===== src/rtl/mips_multicycle_ctrl_pkg.sv =====
// Shared definitions for the multicycle MIPS controller: FSM states,
// opcode classes, opcode values and the control-field encodings.
package mips_ctrl_pkg;

   typedef enum logic [3:0] {
      S_FETCH,
      S_DECODE,
      S_MEM_ADDR,
      S_MEM_RD,
      S_MEM_WB,
      S_MEM_WR,
      S_I_EXEC,
      S_I_WB,
      S_R_EXEC,
      S_R_WB,
      S_BRANCH,
      S_JUMP,
      S_TRAP
   } state_t;

   typedef enum logic [2:0] {
      CL_LOAD,
      CL_STORE,
      CL_IALU,
      CL_RTYPE,
      CL_BRANCH,
      CL_JUMP,
      CL_ILLEGAL
   } op_class_t;

   localparam logic [5:0] OP_RTYPE = 6'b000000;
   localparam logic [5:0] OP_J     = 6'b000010;
   localparam logic [5:0] OP_BEQ   = 6'b000100;
   localparam logic [5:0] OP_BNE   = 6'b000101;
   localparam logic [5:0] OP_BGTZ  = 6'b000111;
   localparam logic [5:0] OP_ADDI  = 6'b001000;
   localparam logic [5:0] OP_SLTI  = 6'b001010;
   localparam logic [5:0] OP_ANDI  = 6'b001100;
   localparam logic [5:0] OP_ORI   = 6'b001101;
   localparam logic [5:0] OP_LB    = 6'b100000;
   localparam logic [5:0] OP_LH    = 6'b100001;
   localparam logic [5:0] OP_LW    = 6'b100011;
   localparam logic [5:0] OP_SB    = 6'b101000;
   localparam logic [5:0] OP_SH    = 6'b101001;
   localparam logic [5:0] OP_SW    = 6'b101011;

   localparam logic [1:0] ALU_ADD   = 2'b00;
   localparam logic [1:0] ALU_SUB   = 2'b01;
   localparam logic [1:0] ALU_FUNCT = 2'b10;

   localparam logic [1:0] MSZ_WORD = 2'b00;
   localparam logic [1:0] MSZ_HALF = 2'b01;
   localparam logic [1:0] MSZ_BYTE = 2'b10;

   localparam logic [1:0] BC_BEQ  = 2'b00;
   localparam logic [1:0] BC_BNE  = 2'b01;
   localparam logic [1:0] BC_BGTZ = 2'b10;

   localparam logic [1:0] TC_NONE    = 2'b00;
   localparam logic [1:0] TC_ILLEGAL = 2'b01;
   localparam logic [1:0] TC_TIMEOUT = 2'b10;

   // Wait-counter width: must hold counts 0..timeout.
   function automatic int wait_cnt_w(input int timeout);
      return $clog2(timeout + 1);
   endfunction

endpackage


===== src/rtl/mips_multicycle_ctrl_if.sv =====
// Controller <-> memory/datapath bundle. The master side is the controller.
interface mips_ctrl_if #(parameter int XLEN = 32);
   logic [XLEN-1:0] instr;
   logic            mem_ready;
   logic            trap_clr;

   logic            reg_dst;
   logic            jump;
   logic            branch;
   logic            mem_read;
   logic            mem_write;
   logic            mem_to_reg;
   logic            alu_src;
   logic            reg_write;
   logic [1:0]      alu_op;
   logic            ir_write;
   logic            pc_write;
   logic [1:0]      mem_size;
   logic [1:0]      branch_cond;
   logic            trap;
   logic [1:0]      trap_cause;
   logic            busy;

   modport master (
      input  instr, mem_ready, trap_clr,
      output reg_dst, jump, branch, mem_read, mem_write, mem_to_reg, alu_src,
             reg_write, alu_op, ir_write, pc_write, mem_size, branch_cond,
             trap, trap_cause, busy
   );

   modport slave (
      output instr, mem_ready, trap_clr,
      input  reg_dst, jump, branch, mem_read, mem_write, mem_to_reg, alu_src,
             reg_write, alu_op, ir_write, pc_write, mem_size, branch_cond,
             trap, trap_cause, busy
   );
endinterface


===== src/rtl/mips_multicycle_ctrl_opcode_class.sv =====
// Pure opcode classifier; kept separate so the hazard unit can share it.
module mips_opcode_class
   import mips_ctrl_pkg::*;
(
   input  logic [5:0] op,
   output op_class_t  cls,
   output logic [1:0] mem_size,
   output logic [1:0] branch_cond,
   output logic       legal
);

   // Map each opcode to its class plus access size / branch qualifier.
   always_comb begin
      cls         = CL_ILLEGAL;
      mem_size    = MSZ_WORD;
      branch_cond = BC_BEQ;
      legal       = 1'b1;
      case (op)
         OP_LW:   cls = CL_LOAD;
         OP_LH:   begin cls = CL_LOAD;  mem_size = MSZ_HALF; end
         OP_LB:   begin cls = CL_LOAD;  mem_size = MSZ_BYTE; end
         OP_SW:   cls = CL_STORE;
         OP_SH:   begin cls = CL_STORE; mem_size = MSZ_HALF; end
         OP_SB:   begin cls = CL_STORE; mem_size = MSZ_BYTE; end
         OP_ADDI, OP_ANDI, OP_ORI, OP_SLTI: cls = CL_IALU;
         OP_RTYPE: cls = CL_RTYPE;
         OP_BEQ:  cls = CL_BRANCH;
         OP_BNE:  begin cls = CL_BRANCH; branch_cond = BC_BNE;  end
         OP_BGTZ: begin cls = CL_BRANCH; branch_cond = BC_BGTZ; end
         OP_J:    cls = CL_JUMP;
         default: legal = 1'b0;
      endcase
   end

endmodule


===== src/rtl/mips_multicycle_ctrl.sv =====
// Multicycle MIPS control FSM: sequences each instruction class, waits on
// the memory ready handshake with a bounded timeout and traps on illegal
// opcodes or memory timeouts. Outputs are a Moore decode of state/op_q,
// forced to zero while rst is low.
module mips_multicycle_ctrl
   import mips_ctrl_pkg::*;
#(
   parameter int XLEN    = 32,
   parameter int TIMEOUT = 15   // legal range 1..255
) (
   input  logic       clk,
   input  logic       rst,
   mips_ctrl_if.master bus
);

   localparam int             CW       = wait_cnt_w(TIMEOUT);
   localparam logic [CW-1:0]  CNT_LAST = CW'(TIMEOUT - 1);

   state_t          state;
   logic [5:0]      op_q;
   logic [CW-1:0]   cnt;
   logic [1:0]      trap_cause_q;

   op_class_t       cls;
   logic [1:0]      msz;
   logic [1:0]      bcond;
   logic            legal;
   logic            timed_out;

   mips_opcode_class u_class (
      .op          (op_q),
      .cls         (cls),
      .mem_size    (msz),
      .branch_cond (bcond),
      .legal       (legal)
   );

   // The current non-ready wait cycle is the TIMEOUT-th one.
   assign timed_out = !bus.mem_ready && (cnt == CNT_LAST);

   // State, captured opcode, wait counter and trap cause. The counter is
   // cleared on every transition and only grows while a wait state stalls.
   always_ff @(posedge clk or negedge rst) begin
      if (!rst) begin
         state        <= S_FETCH;
         op_q         <= 6'b0;
         cnt          <= '0;
         trap_cause_q <= TC_NONE;
      end else begin
         cnt <= '0;
         case (state)
            S_FETCH: begin
               if (bus.mem_ready) begin
                  op_q  <= bus.instr[XLEN-1 -: 6];
                  state <= S_DECODE;
               end else if (timed_out) begin
                  state        <= S_TRAP;
                  trap_cause_q <= TC_TIMEOUT;
               end else begin
                  cnt <= cnt + 1'b1;
               end
            end
            S_DECODE: begin
               if (!legal) begin
                  state        <= S_TRAP;
                  trap_cause_q <= TC_ILLEGAL;
               end else begin
                  case (cls)
                     CL_LOAD, CL_STORE: state <= S_MEM_ADDR;
                     CL_IALU:           state <= S_I_EXEC;
                     CL_RTYPE:          state <= S_R_EXEC;
                     CL_BRANCH:         state <= S_BRANCH;
                     CL_JUMP:           state <= S_JUMP;
                     default: begin
                        state        <= S_TRAP;
                        trap_cause_q <= TC_ILLEGAL;
                     end
                  endcase
               end
            end
            S_MEM_ADDR: state <= (cls == CL_LOAD) ? S_MEM_RD : S_MEM_WR;
            S_MEM_RD: begin
               if (bus.mem_ready) begin
                  state <= S_MEM_WB;
               end else if (timed_out) begin
                  state        <= S_TRAP;
                  trap_cause_q <= TC_TIMEOUT;
               end else begin
                  cnt <= cnt + 1'b1;
               end
            end
            S_MEM_WR: begin
               if (bus.mem_ready) begin
                  state <= S_FETCH;
               end else if (timed_out) begin
                  state        <= S_TRAP;
                  trap_cause_q <= TC_TIMEOUT;
               end else begin
                  cnt <= cnt + 1'b1;
               end
            end
            S_I_EXEC: state <= S_I_WB;
            S_R_EXEC: state <= S_R_WB;
            S_MEM_WB, S_I_WB, S_R_WB, S_BRANCH, S_JUMP: state <= S_FETCH;
            S_TRAP: begin
               if (bus.trap_clr) begin
                  state        <= S_FETCH;
                  trap_cause_q <= TC_NONE;
               end
            end
            default: state <= S_FETCH;
         endcase
      end
   end

   logic       reg_dst, jump, branch, mem_read, mem_write, mem_to_reg;
   logic       alu_src, reg_write, ir_write, pc_write, trap, busy;
   logic [1:0] alu_op, mem_size, branch_cond, trap_cause;

   // Moore decode of the state; only ir_write/pc_write look at mem_ready.
   always_comb begin
      reg_dst     = 1'b0;
      jump        = 1'b0;
      branch      = 1'b0;
      mem_read    = 1'b0;
      mem_write   = 1'b0;
      mem_to_reg  = 1'b0;
      alu_src     = 1'b0;
      reg_write   = 1'b0;
      alu_op      = ALU_ADD;
      ir_write    = 1'b0;
      pc_write    = 1'b0;
      trap        = 1'b0;
      busy        = (state != S_FETCH);
      mem_size    = msz;
      branch_cond = bcond;
      trap_cause  = trap_cause_q;
      case (state)
         S_FETCH: begin
            mem_read = 1'b1;
            ir_write = bus.mem_ready;
            pc_write = bus.mem_ready;
         end
         S_MEM_ADDR: alu_src = 1'b1;
         S_MEM_RD: begin
            mem_read = 1'b1;
            alu_src  = 1'b1;
         end
         S_MEM_WB: begin
            mem_to_reg = 1'b1;
            reg_write  = 1'b1;
         end
         S_MEM_WR: begin
            mem_write = 1'b1;
            alu_src   = 1'b1;
         end
         S_I_EXEC: alu_src = 1'b1;
         S_I_WB: begin
            alu_src   = 1'b1;
            reg_write = 1'b1;
         end
         S_R_EXEC: alu_op = ALU_FUNCT;
         S_R_WB: begin
            alu_op    = ALU_FUNCT;
            reg_dst   = 1'b1;
            reg_write = 1'b1;
         end
         S_BRANCH: begin
            alu_op = ALU_SUB;
            branch = 1'b1;
         end
         S_JUMP: jump = 1'b1;
         S_TRAP: trap = 1'b1;
         default: ;
      endcase
      if (!rst) begin
         reg_dst     = 1'b0;
         jump        = 1'b0;
         branch      = 1'b0;
         mem_read    = 1'b0;
         mem_write   = 1'b0;
         mem_to_reg  = 1'b0;
         alu_src     = 1'b0;
         reg_write   = 1'b0;
         alu_op      = 2'b00;
         ir_write    = 1'b0;
         pc_write    = 1'b0;
         trap        = 1'b0;
         busy        = 1'b0;
         mem_size    = 2'b00;
         branch_cond = 2'b00;
         trap_cause  = 2'b00;
      end
   end

   assign bus.reg_dst     = reg_dst;
   assign bus.jump        = jump;
   assign bus.branch      = branch;
   assign bus.mem_read    = mem_read;
   assign bus.mem_write   = mem_write;
   assign bus.mem_to_reg  = mem_to_reg;
   assign bus.alu_src     = alu_src;
   assign bus.reg_write   = reg_write;
   assign bus.alu_op      = alu_op;
   assign bus.ir_write    = ir_write;
   assign bus.pc_write    = pc_write;
   assign bus.mem_size    = mem_size;
   assign bus.branch_cond = branch_cond;
   assign bus.trap        = trap;
   assign bus.trap_cause  = trap_cause;
   assign bus.busy        = busy;

endmodule

===== src/flat_wrapper.sv =====
// flat-port wrapper written by rule: the top's interface ports become plain ports
module mips_multicycle_ctrl_flat import mips_ctrl_pkg::*;
#(
   parameter int XLEN    = 32,
   parameter int TIMEOUT = 15                        
)
  (clk, rst, bus_instr, bus_mem_ready, bus_trap_clr, bus_reg_dst, bus_jump, bus_branch, bus_mem_read, bus_mem_write, bus_mem_to_reg, bus_alu_src, bus_reg_write, bus_alu_op, bus_ir_write, bus_pc_write, bus_mem_size, bus_branch_cond, bus_trap, bus_trap_cause, bus_busy);
  mips_ctrl_if #(.XLEN(XLEN)) bus_i ();
  input  logic clk;
  input  logic rst;
  input wire logic [$bits(bus_i.instr)-1:0] bus_instr;
  input wire logic [$bits(bus_i.mem_ready)-1:0] bus_mem_ready;
  input wire logic [$bits(bus_i.trap_clr)-1:0] bus_trap_clr;
  output wire logic [$bits(bus_i.reg_dst)-1:0] bus_reg_dst;
  output wire logic [$bits(bus_i.jump)-1:0] bus_jump;
  output wire logic [$bits(bus_i.branch)-1:0] bus_branch;
  output wire logic [$bits(bus_i.mem_read)-1:0] bus_mem_read;
  output wire logic [$bits(bus_i.mem_write)-1:0] bus_mem_write;
  output wire logic [$bits(bus_i.mem_to_reg)-1:0] bus_mem_to_reg;
  output wire logic [$bits(bus_i.alu_src)-1:0] bus_alu_src;
  output wire logic [$bits(bus_i.reg_write)-1:0] bus_reg_write;
  output wire logic [$bits(bus_i.alu_op)-1:0] bus_alu_op;
  output wire logic [$bits(bus_i.ir_write)-1:0] bus_ir_write;
  output wire logic [$bits(bus_i.pc_write)-1:0] bus_pc_write;
  output wire logic [$bits(bus_i.mem_size)-1:0] bus_mem_size;
  output wire logic [$bits(bus_i.branch_cond)-1:0] bus_branch_cond;
  output wire logic [$bits(bus_i.trap)-1:0] bus_trap;
  output wire logic [$bits(bus_i.trap_cause)-1:0] bus_trap_cause;
  output wire logic [$bits(bus_i.busy)-1:0] bus_busy;
  assign bus_i.instr = bus_instr;
  assign bus_i.mem_ready = bus_mem_ready;
  assign bus_i.trap_clr = bus_trap_clr;
  assign bus_reg_dst = bus_i.reg_dst;
  assign bus_jump = bus_i.jump;
  assign bus_branch = bus_i.branch;
  assign bus_mem_read = bus_i.mem_read;
  assign bus_mem_write = bus_i.mem_write;
  assign bus_mem_to_reg = bus_i.mem_to_reg;
  assign bus_alu_src = bus_i.alu_src;
  assign bus_reg_write = bus_i.reg_write;
  assign bus_alu_op = bus_i.alu_op;
  assign bus_ir_write = bus_i.ir_write;
  assign bus_pc_write = bus_i.pc_write;
  assign bus_mem_size = bus_i.mem_size;
  assign bus_branch_cond = bus_i.branch_cond;
  assign bus_trap = bus_i.trap;
  assign bus_trap_cause = bus_i.trap_cause;
  assign bus_busy = bus_i.busy;
  mips_multicycle_ctrl #(.XLEN(XLEN), .TIMEOUT(TIMEOUT)) u_core (.clk(clk), .rst(rst), .bus(bus_i));
endmodule

===== config.mk =====
export PLATFORM = sky130hd
export DESIGN_NAME = mips_multicycle_ctrl_flat
export DESIGN_NICKNAME = d
export VERILOG_FILES = /design/src/rtl/mips_multicycle_ctrl_pkg.sv /design/src/rtl/mips_multicycle_ctrl_if.sv /design/src/rtl/mips_multicycle_ctrl_opcode_class.sv /design/src/rtl/mips_multicycle_ctrl.sv /design/src/flat_wrapper.sv
export SDC_FILE = /design/constraint.sdc
export NUM_CORES = 1
export LEC_CHECK = 0
export ABC_AREA = 1
export CAP_MARGIN = 20
export CORE_AREA = 2 2 41 80
export DETAILED_ROUTE_END_ITERATION = 12
export DIE_AREA = 0 0 43 82
export DONT_BUFFER_PORTS = 1
export GPL_ROUTABILITY_DRIVEN = 0
export PLACE_DENSITY = 0.58
export SYNTH_ARGS = -nofsm -noshare
export SYNTH_HDL_FRONTEND = slang
export SYNTH_HIERARCHICAL = 1
export SYNTH_SLANG_ARGS = --single-unit

===== constraint.sdc =====
create_clock -name clk -period 3 [get_ports clk]
set_clock_uncertainty 0.2 [all_clocks]
set_input_delay 0.3 -clock clk [delete_from_list [all_inputs] [get_ports clk]]
set_output_delay 0.3 -clock clk [all_outputs]
set_load 0.01 [all_outputs]

* Word level (Yosys, flattened, before mapping) *
Cells that the tools add are included.

word-level totals
  output and inout port bits = 20
  logic and storage cells = 112
  register bits = 16

cells by class
  mux-type cells = 48
  reductions and logical operators = 23
  add/subtract/negate cells = 1
  equal/unequal tests = 36

operators by type and width
  kind                                                              number
  6-bit == test (second input constant)                             6
  4-bit 2-to-1 mux                                                  9
  4-bit case mux with 8 select lines                                1
  4-bit == test (second input constant)                             6
  6-bit by 4-bit == test with 1-bit output (second input constant)  4
  1-bit 2-to-1 mux                                                  22
  4-bit case mux with 5 select lines                                1
  6-bit by 3-bit == test with 1-bit output (second input constant)  3
  2-bit 2-to-1 mux                                                  9
  3-bit case mux with 6 select lines                                1
  4-bit by 3-bit == test with 1-bit output (second input constant)  4
  15-bit OR reduction                                               1
  3-bit OR reduction                                                5
  2-bit case mux with 2 select lines                                3
  2-bit OR reduction                                                5
  4-bit by 2-bit == test with 1-bit output (second input constant)  2
  3-bit by 2-bit == test with 1-bit output (second input constant)  2
  3-bit == test (second input constant)                             2
  6-bit by 2-bit == test with 1-bit output (second input constant)  1
  6-bit logical NOT                                                 1
  2-bit case mux with 3 select lines                                1
  6-bit OR reduction                                                1
  5-bit AND reduction                                               1
  5-bit OR reduction                                                1
  other kinds (15)                                                  16

* Depth between registers and ports, before layout *
  depth after elaboration = 8
  depth in mapped cells = 13
  mapped depth without buffers = 13

* By module *
The synthesis kept the hierarchy.

by module, submodules not included
  module                sequential area each (sq um)  area an instance (sq um)  times used  cells each
  mips_multicycle_ctrl  400.4                         1068.5                    1           147
  mips_opcode_class     0.0                           182.7                     1           37

* Least setup slack after synthesis *
No wires, ideal clock.

  path kind = register to output
  start = register u_core.state[1]
  end = output bus_pc_write
  required time = 2.500 ns
  path buffers = 1
  arrival time = 1.457 ns
  cell stages (with the launch flop) = 7
  path slack = 1.043 ns
  cells stage by stage = dfrtp_1 -> nor2_1 -> nand2_1 -> nor2_4 -> inv_1 -> nor2_1 -> buf_4

on the way
  word-level cells in the longest chain between the ends = 3

ends and longest elaborated chain
  what                            line                        text
  start: declaration              mips_multicycle_ctrl.sv:19  state_t state;
  start signal: assignment        mips_multicycle_ctrl.sv:81  S_MEM_ADDR: state <= (cls == CL_LOAD) ? S_MEM_RD : S_MEM_WR;
  4-bit logical NOT               -
  1-bit 2-to-1 mux (2 in series)  -
  end: declaration                flat_wrapper.sv:24          output wire logic [$bits(bus_i.pc_write)-1:0] bus_pc_write;

Every way passes these cells.

* Worst setup path in the final report *
  start = register u_core.state[0]
  end = output bus_pc_write

The elaborated chain is that of the path after synthesis.

==> metrics.md <==
| Metric | Value |
|---|---|
| Total number of vias | 1,218 |
| IO buf count | 0 |
| DRT Pass-1 Iters | 4 |
| Nets | 232 |
| Leak Pwr | 0.731 nW |
| Initial antenna violation count | 0 |
| Total grt overflow | 0 |
| Maximum buffer depth of the clock tree | 2 |
| I/O Pins | between 50 and 60 |
| # Post-CTS Setup Buffers | 0 |
| Crit path kind | flip-flop to output port |
| Clock share of power | 14.3% |
| Cell chain of the critical path | nor2_1 -> nand2_1 -> nor2_4 -> inv_1 -> nor2_1 |
| Core ar. | 2940 µm² |
| Total GRT Usage | 18.3% |
| TritonCTS clock tree | built |
| WP buf/inv | 1 |
| Avg Vias per Cell | 5.46 |
| HPWL Detailed | 2260 µm |
| Synthesized instance count | 184 |
| Distinct cell type count after synthesis | 34 |
| Family with the most delay on the worst path | simple AND/OR/NAND/NOR gates |
| Synth top area cells | dfrtp_1, nand2_1, nor2_1 |
| Inserted Diodes | 0 |
| Max_slew headroom | 42.9% |
| Sw Pwr | 0.681 mW |
| Fin Hold WS | 0.0713 ns |
| Peak VDD IR | 0.000493 V |
| Clk_lat worst skew | 0.25 ns |
| Final TNS setup | 0 ns |
| Die span in x | 43 µm |
| First DRT Iteration DRCs | 47 |
| Max Cap Viol | 0 |
| Cell taking the most area after synthesis | dfrtp_1 |
| RSZ-0062 raised after global routing | no |
| Cell-internal power | about 0.65 mW |
| Area of the mapped netlist | 1250 µm² |
| Die area | ~3500 µm² |
| Layout cell share with drive strength beyond 1 | 14.5% |
| Chip height | a little over 80 µm |
| CTS buffer count | 3 |
| Sw Ratio | 51.0% |
| Hold/Removal Path Class | input pin to flip-flop |
| First-pass GRT wire length | around 4900 µm |
| Tcrit/Tclk final | between 80 and 90% |
| Routed WL | 3000 µm |
| Worst path slowest cell | dfrtp_1 |
| Largest net degree at the start of global routing | 17 |
| Final hold viol count | 0 |
| Mean Syn Cell Area | 6.80 µm² |
| Synth Warn # | 6 |
| Clock transition at path regs | 0.07 ns |
| Post-DRT Antenna Nets | 0 |
| Flop pwr share | 30.8% |
| Initial Utilization | about 43% |
| Fin crit period | 2.46 ns |
| Most frequent CP cell | nor2_1 |
| Clk root buf | clkbuf_8 |
| Pwr dens | 951 nW/µm² |
| Slew Limit Fails | 0 |
| Combinational share of power | 54.9% |
| Worst EP required | 2.50 ns |
| CP Launch Type | flip-flop |
| Yosys reg bits | 16 |
| Area grow syn2layout | 12.2% |
| FILL cells | 298 |
| Resize count post-CTS | 0 |
| Vias in the first global route | 1,149 |
| Status | completed |
| Fmax achieved | between 400 and 500 MHz |
| Top cell type's share of synthesized area | approximately a third |
| Final setup violation count | 0 |
| DR WL/cell | 13.4 µm |
| Clock sinks | 16 |
| Core Rows | 28 |
| Critical path endpoint category | output port |
| H-tree lvl count | 1 |
| Slew at the pin closest to its max-slew limit | 0.836 ns |
| Crit path DAT | 1.96 ns |
| Seq/Total Area, Yosys | 32.0% |
| Max stage delay on crit path | 0.46 ns |
| Drt drc | 0 |
| Crit Path Max Fanout | 8 |
| Syn nets | 222 |
[through the flow]
step	util, %	cells	instance area (µm²)	power [mW]	worst slack [ns]
CTS	47.7	223	1400	1.34	0.529
floorplan	-	184	1250	0.989	1.04
finish	47.7	223	1400	1.34	0.535
detailed placement	43.1	211	1270	1.13	0.815
global route	47.7	223	1400	1.46	0.335
global placement	43.1	211	1270	1.10	0.845
[per-layer routing]
| metal | share of wire (%) | up-vias | wire length (µm) | GRT usage (%) |
|---|---|---|---|---|
| li1 | - | 599 | - | - |
| met1 | 36 | 559 | 1080 | 18.6 |
| met2 | 55 | 48 | 1630 | 33.9 |
| met3 | 5.0 | 12 | 150 | 2.64 |
| met4 | 4.3 | 0 | 129 | 10.9 |
| met5 | 0 | - | 0 | 0 |
[timing repair]
item                       CTS  global route
hold endpoints to repair    26             0
hold buffers                 8             0
setup endpoints to repair    0             0
[placed cells by master (no fill, tap or decap), types with 2 or more instances in the layout]
cell,count
inv_1,24
nor2_2,3
nor3_1,3
a21oi_1,4
dlygate4sd3_1,8
nor2_4,5
nand2_4,3
clkbuf_8,4
nand3_2,2
ha_1,2
inv_2,6
nand3_1,13
nor2_1,29
o21ai_1,2
nand2_1,47
nand4_1,4
nand2_2,2
dfrtp_1,16
[synthesized netlist by cell type (all sizes together)]
| cell type | n |
|---|---|
| o21ai | 2 |
| xor2 | 1 |
| o31ai | 1 |
| dfrtp | 16 |
| a2111oi | 1 |
| nand3b | 1 |
| inv | 30 |
| o21bai | 1 |
| nand2 | 52 |
| o211ai | 1 |
| nor2b | 1 |
| nor3 | 4 |
| and2 | 1 |
| nor2 | 37 |
| o221ai | 1 |
| nand3 | 15 |
| nand4 | 4 |
| buf | 3 |
| and3 | 1 |
| a21oi | 4 |
| or3 | 1 |
| ha | 2 |
| a211oi | 1 |
| o2111ai | 1 |
| nor4 | 1 |
| xnor2 | 1 |
[final cells by class]
type,instances,area (µm²),area share (%)
Tap cell,30,37.5,2.67
Sequential cell,16,400,28.5
Clock buffer,4,55.1,3.92
Inverter,30,113,8.02
Multi-Input combinational cell,135,718,51.2
Timing Repair Buffer,8,80.1,5.70
[path summary, 6_finish.rpt]
kind / start / cells past startpoint / to / slack [ns]
max in group asynchronous: rst / 1 / u_core/op_q[0] / 1.78
worst max-delay path: u_core/state[0] / 5 / bus_pc_write / 0.54
worst min-delay path: bus_trap_clr / 3 / u_core/state[3] / 0.07
min in group asynchronous: rst / 1 / u_core/cnt[1] / 0.36
worst min register to register: u_core/trap_cause_q[1] / 2 / u_core/trap_cause_q[1] / 0.28
worst max register to register: u_core/op_q[2] / 9 / u_core/state[2] / 0.84
[cells by family after synthesis]
family	after synthesis	share of synthesized area, %
AOI/OAI and AO/OA	13	6.90
buffers and inverters	33	10.6
xor gates and xnor gates	2	1.40
DFF	16	32.0
adders and majority gates	2	2.00
and+or+nand+nor	118	47.1
[state kept, by name (all words and copies together), names as in the netlist]
name	flops
u_core/trap_cause_q	2
u_core/cnt	4
u_core/state	4
u_core/op_q	6
[worst reg2reg max path, cell delays in order, from the launching register on]
cell and delay [ns]:
dfrtp_1 0.42, inv_1 0.13, nand3_1 0.15, nor2_1 0.21
o21bai_1 0.14, or3_1 0.41, nand2_1 0.08, nand2_1 0.06
nor2_1 0.14, nand3_1 0.10
[power groups by stage]
stage               Clock (mW)  Sequential [mW]  Combinational [mW]
detailed placement           0            0.413               0.714
global placement             0            0.410               0.692
finish                   0.190            0.412               0.733
global route             0.209            0.423               0.829
floorplan                    0            0.387               0.602
CTS                      0.198            0.410               0.732
No activity file was read; power rests on OpenSTA's default activity.
==> edit: new RTL, same flow settings <==
`TIMEOUT` is set to 15 in 2 places; all go to 30.
--- a/src/rtl/mips_multicycle_ctrl.sv
+++ b/src/rtl/mips_multicycle_ctrl.sv
@@ -7,5 +7,5 @@
 #(
    parameter int XLEN    = 32,
-   parameter int TIMEOUT = 15   // legal range 1..255
+   parameter int TIMEOUT = 30   // legal range 1..255
 ) (
    input  logic       clk,
--- a/src/flat_wrapper.sv
+++ b/src/flat_wrapper.sv
@@ -3,5 +3,5 @@
 #(
    parameter int XLEN    = 32,
-   parameter int TIMEOUT = 15                        
+   parameter int TIMEOUT = 30                        
 )
   (clk, rst, bus_instr, bus_mem_ready, bus_trap_clr, bus_reg_dst, bus_jump, bus_branch, bus_mem_read, bus_mem_write, bus_mem_to_reg, bus_alu_src, bus_reg_write, bus_alu_op, bus_ir_write, bus_pc_write, bus_mem_size, bus_branch_cond, bus_trap, bus_trap_cause, bus_busy);
Check against the original RTL: no difference found for any inputs over 10 cycles, from zero or initial values and one cycle with rst low; that may be too few to reach the edited logic, so the function may still have changed.
==> edit against the original RTL <==
  * Area after synthesis up 2.7%
  * Sequential cell count grew 1
  * Power grew 0.91%
  * Wire length rose by 0.77%
  * Setup slack better by 0.20 ns
  * Die area is the same
  * Final area is 1.7% higher
  * Critical path depth stayed put
  * Critical path type unchanged
  * Sequential power up 3%
  * Largest cell class unchanged
  * Highest routed layer unchanged
==> edit: results (changes against the original RTL) <==
power_and_ir_drop:
  peakVddDrop_mv: 0.4205  # was 0.4933 mV
  p_leak_nw: 0.7511  # was 0.7314 nW
grt:
  grt_pass1_wl_um: 5078  # was 4871 um
  met3_usage: 0.03297  # was 0.02637
  use_met1: 0.1831  # was 0.1863
  met2_usage: 0.3848  # was 0.3394
  grt_max_degree: 18  # was 17
  grt_use_total: 0.1913  # was 0.1826
finish:
  nets: 238  # was 232
  drive_gt1_frac: 0.1357  # was 0.1451
  fillers: 325  # was 298
  reg_top3: "u_core/op_q x6, u_core/cnt x5, u_core/state x4"  # was u_core/op_q x6, u_core/cnt x4, u_core/state x4
synthesis:
  yosys.cell_types.count: 32  # was 34
  ys_seq_area_frac: 0.3311  # was 0.3200
  synth-xor-area-share: 0.02045  # was 0.01400
  ys_top_cells_by_count: "56 x nand2_1, 24 x nor2_1, 23 x inv_1, 17 x dfrtp_1, 10 x nand3_1"  # was 47 x nand2_1, 29 x nor2_1, 24 x inv_1, 16 x dfrtp_1, 13 x nand3_1
  yosys_warnings: 6  # unchanged
  synthAdderAreaFrac: 0.01947  # was 0.02000
  synth_compound_area_frac: 0.07692  # was 0.06900
  syn_nets: 228  # was 222
  ys_top_cells_by_area: "dfrtp_1 33%, nand2_1 16%, nor2_1 7.0%, inv_1 6.7%, nand3_1 3.9%"  # was dfrtp_1 32%, nand2_1 14%, nor2_1 8.7%, inv_1 7.2%, nand3_1 5.2%
timing:
  drv_slew: 0  # unchanged
  tightest_slew_ns: 0.8315  # was 0.8356 ns
cts:
  insertion_delay_ns: 0.25  # about the same
  post_cts_buffers: 0  # unchanged
route:
  totalWireLength_um: 3020  # was 2997 um
  vias: 1231  # was 1,218
  dr.first_iter.drc_count: 15  # was 47
placement:
  dpl.hpwl_um: 2317  # was 2263 um
  place_area_um2: 1303  # was 1269 um2
min_path:
  min_from: "bus_trap_clr"  # unchanged
setup_path:
  crit_start: "u_core/state[3]"  # was u_core/state[0]
  r2r-start: "u_core/op_q[3]"  # was u_core/op_q[2]
  critPathArrivalTime_ns: 1.76  # was 1.96 ns
run_status:
  status: "finished clean"  # unchanged
==> edit: through the flow <==
stage,setup slack [ns],std cells,utilization
final,0.7383,229,0.4851
after global routing,0.5724,229,0.4851
after CTS,0.7138,229,0.4851
after detailed placement,0.9817,217,0.4426
after global placement,1.011,217,0.4426
after floorplan,1.140,190,-
==> edit: layout make-up <==
| cell class | count | share of cell area |
|---|---|---|
| multi-input combinational | 140 | 0.5092 |
| sequential | 17 | 0.2980 |
| inverter | 30 | 0.07888 |
| timing repair buffer | 8 | 0.05609 |
| clock buffer | 4 | 0.03155 |
| tap | 30 | 0.02629 |
==> edit: final timing paths <==
check                                    endpoint  slack, ns  cells past startpoint
max                                  bus_ir_write       0.74                      5
min                               u_core/state[2]       0.13                      3
max reg2reg                u_core/trap_cause_q[1]       0.99                     13
min reg2reg                u_core/trap_cause_q[1]       0.28                      2
max in group asynchronous  u_core/trap_cause_q[0]       1.72                      1
min in group asynchronous          u_core/op_q[5]       0.38                      1
==> edit: logic make-up after synthesis <==
kind of cell               after synthesis
AOI/OAI and AO/OA                       15
xor gates and xnor gates                 3
adders and majority gates                2
buffers and inverters                   33
DFF                                     17
and+or+nand+nor                        120
==> edit: report_power, final <==
part,total [mW],internal (mW),switching (mW)
registers,0.425,0.309,0.116
logic,0.752,0.241,0.511
clock network,0.170,0.0942,0.0762
total,1.35,0.644,0.703
==> edit: critical path, stage by stage, from the launching register on <==
cell and delay [ns]:
dfrtp_1 0.46, nor2_2 0.24, nand2_4 0.10, nor2_4 0.17, inv_1 0.18, nor2_1 0.35
==> edit: per-layer routing <==
layer  vias to the layer above  share of wire
met1                       577           0.36
met4                         0          0.013
li1                        617              -
met5                         -              0
met2                        33           0.59
met3                         4          0.038
